$ cat src/rtl/mc_pkg.sv
// Shared encodings for the multi-cycle MIPS controller: opcodes, funcs,
// ALU operation codes, datapath mux selects and the FSM state set.
package mc_pkg;

  localparam logic [5:0] OP_RTYPE = 6'b000000;
  localparam logic [5:0] OP_LW    = 6'b100011;
  localparam logic [5:0] OP_SW    = 6'b101011;
  localparam logic [5:0] OP_BEQ   = 6'b000100;
  localparam logic [5:0] OP_BNE   = 6'b000101;
  localparam logic [5:0] OP_J     = 6'b000010;
  localparam logic [5:0] OP_JAL   = 6'b000011;
  localparam logic [5:0] OP_ADDI  = 6'b001000;
  localparam logic [5:0] OP_SLTI  = 6'b001010;
  localparam logic [5:0] OP_ANDI  = 6'b001100;

  localparam logic [5:0] FN_ADD = 6'b100000;
  localparam logic [5:0] FN_SUB = 6'b100010;
  localparam logic [5:0] FN_AND = 6'b100100;
  localparam logic [5:0] FN_OR  = 6'b100101;
  localparam logic [5:0] FN_SLT = 6'b101010;
  localparam logic [5:0] FN_JR  = 6'b001000;

  localparam logic [2:0] ALU_AND = 3'b000;
  localparam logic [2:0] ALU_OR  = 3'b001;
  localparam logic [2:0] ALU_ADD = 3'b010;
  localparam logic [2:0] ALU_SUB = 3'b110;
  localparam logic [2:0] ALU_SLT = 3'b111;

  localparam logic [1:0] PC_ALU    = 2'b00;
  localparam logic [1:0] PC_ALUOUT = 2'b01;
  localparam logic [1:0] PC_JUMP   = 2'b10;
  localparam logic [1:0] PC_REGA   = 2'b11;

  localparam logic [1:0] SRCB_B     = 2'b00;
  localparam logic [1:0] SRCB_FOUR  = 2'b01;
  localparam logic [1:0] SRCB_IMM   = 2'b10;
  localparam logic [1:0] SRCB_IMMSH = 2'b11;

  typedef enum logic [3:0] {
    ST_FETCH  = 4'd0,
    ST_DECODE = 4'd1,
    ST_MEMADR = 4'd2,
    ST_MEMRD  = 4'd3,
    ST_MEMWB  = 4'd4,
    ST_MEMWR  = 4'd5,
    ST_REXE   = 4'd6,
    ST_RWB    = 4'd7,
    ST_BEQ    = 4'd8,
    ST_BNE    = 4'd9,
    ST_JUMP   = 4'd10,
    ST_JAL    = 4'd11,
    ST_JR     = 4'd12,
    ST_IEXE   = 4'd13,
    ST_IWB    = 4'd14
  } mcState_t;

  // What the current state needs from the ALU; FUNC/IMM defer to the instruction bits.
  typedef enum logic [2:0] {
    ALU_CLS_NONE = 3'd0,
    ALU_CLS_ADD  = 3'd1,
    ALU_CLS_SUB  = 3'd2,
    ALU_CLS_FUNC = 3'd3,
    ALU_CLS_IMM  = 3'd4
  } aluClass_t;

  function automatic logic isRtypeAluFunc(input logic [5:0] f);
    return (f == FN_ADD) || (f == FN_SUB) || (f == FN_AND) ||
           (f == FN_OR)  || (f == FN_SLT);
  endfunction

endpackage

$ cat src/rtl/mc_alu_control.sv
// Combinational ALU-operation decode from the state's ALU class plus the
// instruction's opcode/func fields.
module mc_alu_control
  import mc_pkg::*;
(
  input  aluClass_t   aluClass,
  input  logic [5:0]  opcode,
  input  logic [5:0]  func,
  output logic [2:0]  aluOperation
);

  logic [2:0] funcOp;
  logic [2:0] immOp;

  always_comb begin
    funcOp = ALU_ADD;
    case (func)
      FN_ADD:  funcOp = ALU_ADD;
      FN_SUB:  funcOp = ALU_SUB;
      FN_AND:  funcOp = ALU_AND;
      FN_OR:   funcOp = ALU_OR;
      FN_SLT:  funcOp = ALU_SLT;
      default: funcOp = ALU_ADD;
    endcase
  end

  always_comb begin
    immOp = ALU_ADD;
    case (opcode)
      OP_ADDI: immOp = ALU_ADD;
      OP_SLTI: immOp = ALU_SLT;
      OP_ANDI: immOp = ALU_AND;
      default: immOp = ALU_ADD;
    endcase
  end

  always_comb begin
    aluOperation = 3'b000;
    case (aluClass)
      ALU_CLS_ADD:  aluOperation = ALU_ADD;
      ALU_CLS_SUB:  aluOperation = ALU_SUB;
      ALU_CLS_FUNC: aluOperation = funcOp;
      ALU_CLS_IMM:  aluOperation = immOp;
      default:      aluOperation = 3'b000;
    endcase
  end

endmodule

$ cat src/rtl/mc_controller.sv
// Multi-cycle MIPS control unit: Moore FSM, one state per cycle, driving
// all datapath strobes. Every output is held at 0 while rst is high.
module mc_controller
  import mc_pkg::*;
(
  input  logic        clk,
  input  logic        rst,
  input  logic [5:0]  opcode,
  input  logic [5:0]  func,
  output logic [2:0]  AluOperation,
  output logic [1:0]  PCSrc,
  output logic [1:0]  AluSrcB,
  output logic        AluSrcA,
  output logic        RegDst,
  output logic        link,
  output logic        RegWrite,
  output logic        IRWrite,
  output logic        IorD,
  output logic        MemWrite,
  output logic        MemRead,
  output logic        MemToReg,
  output logic        PCWrite,
  output logic        PCWriteCond,
  output logic        branch,
  output logic        illegal
);

  mcState_t  stateReg;
  mcState_t  stateNext;
  aluClass_t aluClass;

  always_ff @(posedge clk) begin
    if (rst) begin
      stateReg <= ST_FETCH;
    end else begin
      stateReg <= stateNext;
    end
  end

  always_comb begin
    stateNext   = ST_FETCH;
    aluClass    = ALU_CLS_NONE;
    PCSrc       = 2'b00;
    AluSrcB     = 2'b00;
    AluSrcA     = 1'b0;
    RegDst      = 1'b0;
    link        = 1'b0;
    RegWrite    = 1'b0;
    IRWrite     = 1'b0;
    IorD        = 1'b0;
    MemWrite    = 1'b0;
    MemRead     = 1'b0;
    MemToReg    = 1'b0;
    PCWrite     = 1'b0;
    PCWriteCond = 1'b0;
    branch      = 1'b0;
    illegal     = 1'b0;

    case (stateReg)
      ST_FETCH: begin
        MemRead   = 1'b1;
        IRWrite   = 1'b1;
        AluSrcB   = SRCB_FOUR;
        aluClass  = ALU_CLS_ADD;
        PCSrc     = PC_ALU;
        PCWrite   = 1'b1;
        stateNext = ST_DECODE;
      end
      ST_DECODE: begin
        // Branch target is computed speculatively here and parked in ALUOut.
        AluSrcB  = SRCB_IMMSH;
        aluClass = ALU_CLS_ADD;
        case (opcode)
          OP_LW, OP_SW:               stateNext = ST_MEMADR;
          OP_BEQ:                     stateNext = ST_BEQ;
          OP_BNE:                     stateNext = ST_BNE;
          OP_J:                       stateNext = ST_JUMP;
          OP_JAL:                     stateNext = ST_JAL;
          OP_ADDI, OP_SLTI, OP_ANDI:  stateNext = ST_IEXE;
          OP_RTYPE: begin
            if (func == FN_JR) begin
              stateNext = ST_JR;
            end else if (isRtypeAluFunc(func)) begin
              stateNext = ST_REXE;
            end else begin
              illegal = 1'b1;
            end
          end
          default: illegal = 1'b1;
        endcase
      end
      ST_MEMADR: begin
        AluSrcA   = 1'b1;
        AluSrcB   = SRCB_IMM;
        aluClass  = ALU_CLS_ADD;
        stateNext = (opcode == OP_SW) ? ST_MEMWR : ST_MEMRD;
      end
      ST_MEMRD: begin
        MemRead   = 1'b1;
        IorD      = 1'b1;
        stateNext = ST_MEMWB;
      end
      ST_MEMWB: begin
        MemToReg = 1'b1;
        RegWrite = 1'b1;
      end
      ST_MEMWR: begin
        MemWrite = 1'b1;
        IorD     = 1'b1;
      end
      ST_REXE: begin
        AluSrcA   = 1'b1;
        AluSrcB   = SRCB_B;
        aluClass  = ALU_CLS_FUNC;
        stateNext = ST_RWB;
      end
      ST_RWB: begin
        RegDst   = 1'b1;
        RegWrite = 1'b1;
      end
      ST_BEQ, ST_BNE: begin
        AluSrcA     = 1'b1;
        AluSrcB     = SRCB_B;
        aluClass    = ALU_CLS_SUB;
        PCWriteCond = 1'b1;
        branch      = (stateReg == ST_BEQ);
        PCSrc       = PC_ALUOUT;
      end
      ST_JUMP: begin
        PCSrc   = PC_JUMP;
        PCWrite = 1'b1;
      end
      ST_JAL: begin
        // PC already holds PC+4, which the register file captures as the link value.
        PCSrc    = PC_JUMP;
        PCWrite  = 1'b1;
        link     = 1'b1;
        RegWrite = 1'b1;
      end
      ST_JR: begin
        PCSrc   = PC_REGA;
        PCWrite = 1'b1;
      end
      ST_IEXE: begin
        AluSrcA   = 1'b1;
        AluSrcB   = SRCB_IMM;
        aluClass  = ALU_CLS_IMM;
        stateNext = ST_IWB;
      end
      ST_IWB: begin
        RegWrite = 1'b1;
      end
      default: begin
        stateNext = ST_FETCH;
      end
    endcase

    if (rst) begin
      aluClass    = ALU_CLS_NONE;
      PCSrc       = 2'b00;
      AluSrcB     = 2'b00;
      AluSrcA     = 1'b0;
      RegDst      = 1'b0;
      link        = 1'b0;
      RegWrite    = 1'b0;
      IRWrite     = 1'b0;
      IorD        = 1'b0;
      MemWrite    = 1'b0;
      MemRead     = 1'b0;
      MemToReg    = 1'b0;
      PCWrite     = 1'b0;
      PCWriteCond = 1'b0;
      branch      = 1'b0;
      illegal     = 1'b0;
    end
  end

  mc_alu_control aluCtrl (
    .aluClass     (aluClass),
    .opcode       (opcode),
    .func         (func),
    .aluOperation (AluOperation)
  );

endmodule
$ cat config.mk
export PLATFORM = sky130hd
export DESIGN_NAME = mc_controller
export DESIGN_NICKNAME = d
export VERILOG_FILES = /design/src/rtl/mc_pkg.sv /design/src/rtl/mc_alu_control.sv /design/src/rtl/mc_controller.sv
export SDC_FILE = /design/constraint.sdc
export NUM_CORES = 1
export LEC_CHECK = 0
export CORE_MARGIN = 8
export CORE_UTILIZATION = 46
export CTS_BUF_LIST = sky130_fd_sc_hd__clkbuf_4
export CTS_CLUSTER_DIAMETER = 40
export DETAILED_ROUTE_END_ITERATION = 7
export GPL_ROUTABILITY_DRIVEN = 0
export GPL_TIMING_DRIVEN = 1
export PLACE_DENSITY = 0.95
export SYNTH_ARGS = -nofsm -noshare
export SYNTH_HDL_FRONTEND = slang
export SYNTH_SLANG_ARGS = --single-unit
$ cat constraint.sdc
create_clock -name clk -period 3.6 [get_ports clk]
set_input_delay 1.08 -clock clk [delete_from_list [all_inputs] [get_ports clk]]
set_output_delay 1.08 -clock clk [all_outputs]
set_load 0.05 [all_outputs]
==> flow_summary.ini, run 1 <==
[outcome]
status = stopped before the end
failing_step = 5_1_grt
firstError = [ERROR DPL-0033] detailed placement checks failed during check placement.

[clocking]
hold_buffers = 0
clockRootBuffer = clkbuf_4
htree_levels = 1
clock-sinks = 4
cts.path.max_buffers = 2
cts_made_buffers = 3

[logic_synthesis]
yosysUniqueCellTypes = 39
ys_top_cells_by_count = nor2_1, a21oi_1, nor3_1
yosysTopAreaCell = nor2_1
ys_ff_latch = 4
syn-num-nets = 144
netlist.area_leader.share_pct = 11.65
async_flop_share_pct = 0
ys.flop_type = dfxtp_1
synth_most_common_cell = nor2_1
yosys-top-cells-area = nor2_1, dfxtp_1, a21oi_1, nor3_1, nand2b_1
yosys_warnings = 0
synth_enable_flop_cells = 0
yosysSeqAreaShare_pct = 10.36
syn-instance-count = 130
synthesis.area_um2 = 773.2
avgSynthCellArea_um2 = 5.948

[floorplan]
start_util_pct = 46.82
ioPinCount = 34
num_rows = 15
fp.dieH_um = 57
die_w_um = 57

[place]
place_ws_ns = -0.3156
place.detailed.hpwl_mm = 2.879
portBuffers = 33
dp_cells = 196

[timing]
worstEndpointGrtRepair = illegal
worst-ep-kind = top-level output

[global_routing]
antenna_found_initial = 0
grt_max_degree = 23
==> cells by family after synthesis <==
| group | count (synthesis) | synth area share (%) |
|---|---|---|
| simple gates | 75 | 50.17 |
| buf+inv | 15 | 7.929 |
| flops | 4 | 10.36 |
| compound gates | 32 | 26.54 |
| xor+xnor | 2 | 2.266 |
| mux | 2 | 2.751 |
==> timing repair <==
item | in CTS
pin swaps | 6
setup buffers | 3
resized for setup | 37
endpoints found under the setup margin | 5
==> per-stage QoR <==
stage / instance area, um2 / util [%]
after CTS: 1588 / 96.14
after floorplan: 805.8 / -
after detailed placement: 1510 / 91.44
after global placement: 1510 / 91.44
==> run 2: changes to the inputs <==
==> config.mk (replaced) <==
export PLATFORM = sky130hd
export DESIGN_NAME = mc_controller
export DESIGN_NICKNAME = d
export VERILOG_FILES = /design/src/rtl/mc_pkg.sv /design/src/rtl/mc_alu_control.sv /design/src/rtl/mc_controller.sv
export SDC_FILE = /design/constraint.sdc
export NUM_CORES = 1
export LEC_CHECK = 0
export CORE_AREA = 8 8 69 71
export DETAILED_ROUTE_END_ITERATION = 7
export DIE_AREA = 0 0 77 79
export GPL_ROUTABILITY_DRIVEN = 0
export GPL_TIMING_DRIVEN = 1
export PLACE_DENSITY_LB_ADDON = 0.15
export SYNTH_ARGS = -nofsm -noshare
export SYNTH_HDL_FRONTEND = slang
export SYNTH_SLANG_ARGS = --single-unit
==> flow_summary.ini, run 2 <==
[min_path]
hold_path_class = flop to flop

[logic_synthesis]
ys.flop_type = dfxtp_1
syn-instance-count = 130
yosysSeqAreaShare_pct = 10.36
synthesis.area_um2 = 773.2
yosysUniqueCellTypes = 39
netlist.area_leader.share_pct = 11.65
syn-num-nets = 144
ys_top_cells_by_count = nor2_1, a21oi_1, nor3_1
yosys-top-cells-area = nor2_1, dfxtp_1, a21oi_1, nor3_1, nand2b_1
yosysTopAreaCell = nor2_1
async_flop_share_pct = 0
ys_ff_latch = 4
yosys_warnings = 0
avgSynthCellArea_um2 = 5.948
synth_most_common_cell = nor2_1
synth_enable_flop_cells = 0

[pwr]
vdd_drop_max_mv = 0.08062
p_leak_nw = 0.7052
total_power_mw = 0.2811
powerDensity_mw_per_mm2 = 167.9

[global_routing]
antenna_found_initial = 0
grt_pass1_wl_mm = 5.299
grt_pass1_vias = 1192
grt_max_degree = 19
track_usage_pct = 9.998
grt_overflow = 0

[place]
dp_cells = 230
place.detailed.hpwl_mm = 2.593
portBuffers = 33

[cells_and_area]
nets = 202
drive_gt1_share_pct = 42.47
antenna_cells = 0
final_cell_mix = buf_4, nor2_1, buf_12, a21oi_1, nand2_1
regMostFlops = stateReg
final_common_cell = buf_4
largestRegisters = stateReg (4)
layoutNonFillerInstCount = 236
area_growth_pct = 116.5
largest_register_ffs = 4

[timing]
drv_slew = 0
finalHoldViolCount = 0
hold_slack_ns = 0.8660
max_freq_mhz = 282.4
relSlewSlack_pct = 51.94
final-setup-viol-count = 0
skew_ns = 0.001854
worstMarginPinSlew_ns = 0.7200
finalCritPeriodShare_pct = 98.38
finalCriticalPeriod_ns = 3.542
rsz0062_at_grt = no
tns_ns = 0

[clocking]
cts_made_buffers = 3
hold_buffers = 0
clock-sinks = 4
clockRootBuffer = clkbuf_8
cts_tree = yes
cts.path.max_buffers = 2
htree_levels = 1
worstSkewPairLatency_ns = 0.21
path_clk_slew_ns = 0.03

[detailed_routing]
antenna_left = 0
num_vias = 1162
drc_errors = 0
firstDrtPassIters = 4
routedWlPerCell_um = 13.47
vias_per_cell = 4.924
drtIter0Drc = 54
routed_wl_mm = 3.180

[floorplan]
start_util_pct = 20.36
die_area_mm2 = 0.006083
core_mm2 = 0.003799
fp.dieH_um = 79
ioPinCount = 34
die_w_um = 77
num_rows = 23

[critical_path]
critPathArrivalTime_ns = 2.46
cp-end-kind = primary output
path_max_fanout = 2
worst_ep_required_time_ns = 2.52
critical_path_class = primary input to primary output
startpoint_type = primary input

[job]
cap_viol_max_count = 0

[outcome]
status = finished clean
-- run 2: worst max-delay path, cell delays in order --
cell and delay (ns):
clkdlybuf4s50_1 0.48, nor2_1 0.06, and4_4 0.21, nor3_4 0.19
nor3b_4 0.27, buf_12 0.17
-- run 2: cell type report --
| cell class | instances | area (um2) |
|---|---|---|
| Clock buffer | 3 | 41.29 |
| Fill cell | 400 | 2125 |
| Tap cell | 50 | 62.56 |
| Inverter | 5 | 18.77 |
| Multi-Input combinational cell | 111 | 734.5 |
| Timing Repair Buffer | 63 | 737.0 |
| Sequential cell | 4 | 80.08 |
-- run 2: where the power goes --
group / internal [mW] / switching, mW / total [mW] / leakage [nW]
clock network: 0.0711 / 0.0216 / 0.0928 / 0.0216
logic: 0.0682 / 0.0685 / 0.137 / 0.651
registers: 0.0459 / 0.00569 / 0.0516 / 0.0326
-- run 2: timing repair --
item / in CTS / in global routing
pin swaps: 5 / 5
setup buffers: 3 / 0
resized for setup: 32 / 13
endpoints found under the setup margin: 5 / 11
-- run 2: path summary, 6_finish.rpt --
kind	startpoint	to	slack (ns)	cells past startpoint
worst max-delay path	opcode[4]	illegal	0.06	6
worst min-delay path	stateReg[0]$_SDFF_PP0_	stateReg[2]$_SDFF_PP0_	0.87	2
worst max register to register	stateReg[0]$_SDFF_PP0_	stateReg[3]$_SDFF_PP0_	1.96	5
worst min register to register	stateReg[0]$_SDFF_PP0_	stateReg[2]$_SDFF_PP0_	0.87	2
-- run 2: cell families (layout without fill, tap and decap cells) --
group | Yosys count | count (layout) | share of synthesized area [%]
compound gates | 32 | 32 | 26.54
xor+xnor | 2 | 2 | 2.266
buf+inv | 15 | 71 | 7.929
flops | 4 | 4 | 10.36
mux | 2 | 2 | 2.751
simple gates | 75 | 75 | 50.17
-- run 2: routing by layer --
layer  vias to the layer above  GRT usage (%)  share of wire [%]
li1                        583              -                  -
met1                       534          11.52                 44
met2                        39          19.37                 52
met3                         6         0.5643                3.1
met4                         0          2.830               0.88
met5                         -              0                  0
-- run 2: per-stage QoR --
stage	setup WS [ns]	instance area, um2	utilization (%)
2_1_floorplan	-0.1688	805.8	-
3_3_place_gp	-0.2235	1559	41.04
3_5_place_dp	-0.2708	1559	41.04
4_1_cts	-0.1455	1622	42.69
5_1_grt	0.005239	1674	44.07
6_report	0.05841	1674	44.07
Power figures use the tool's default switching activity.
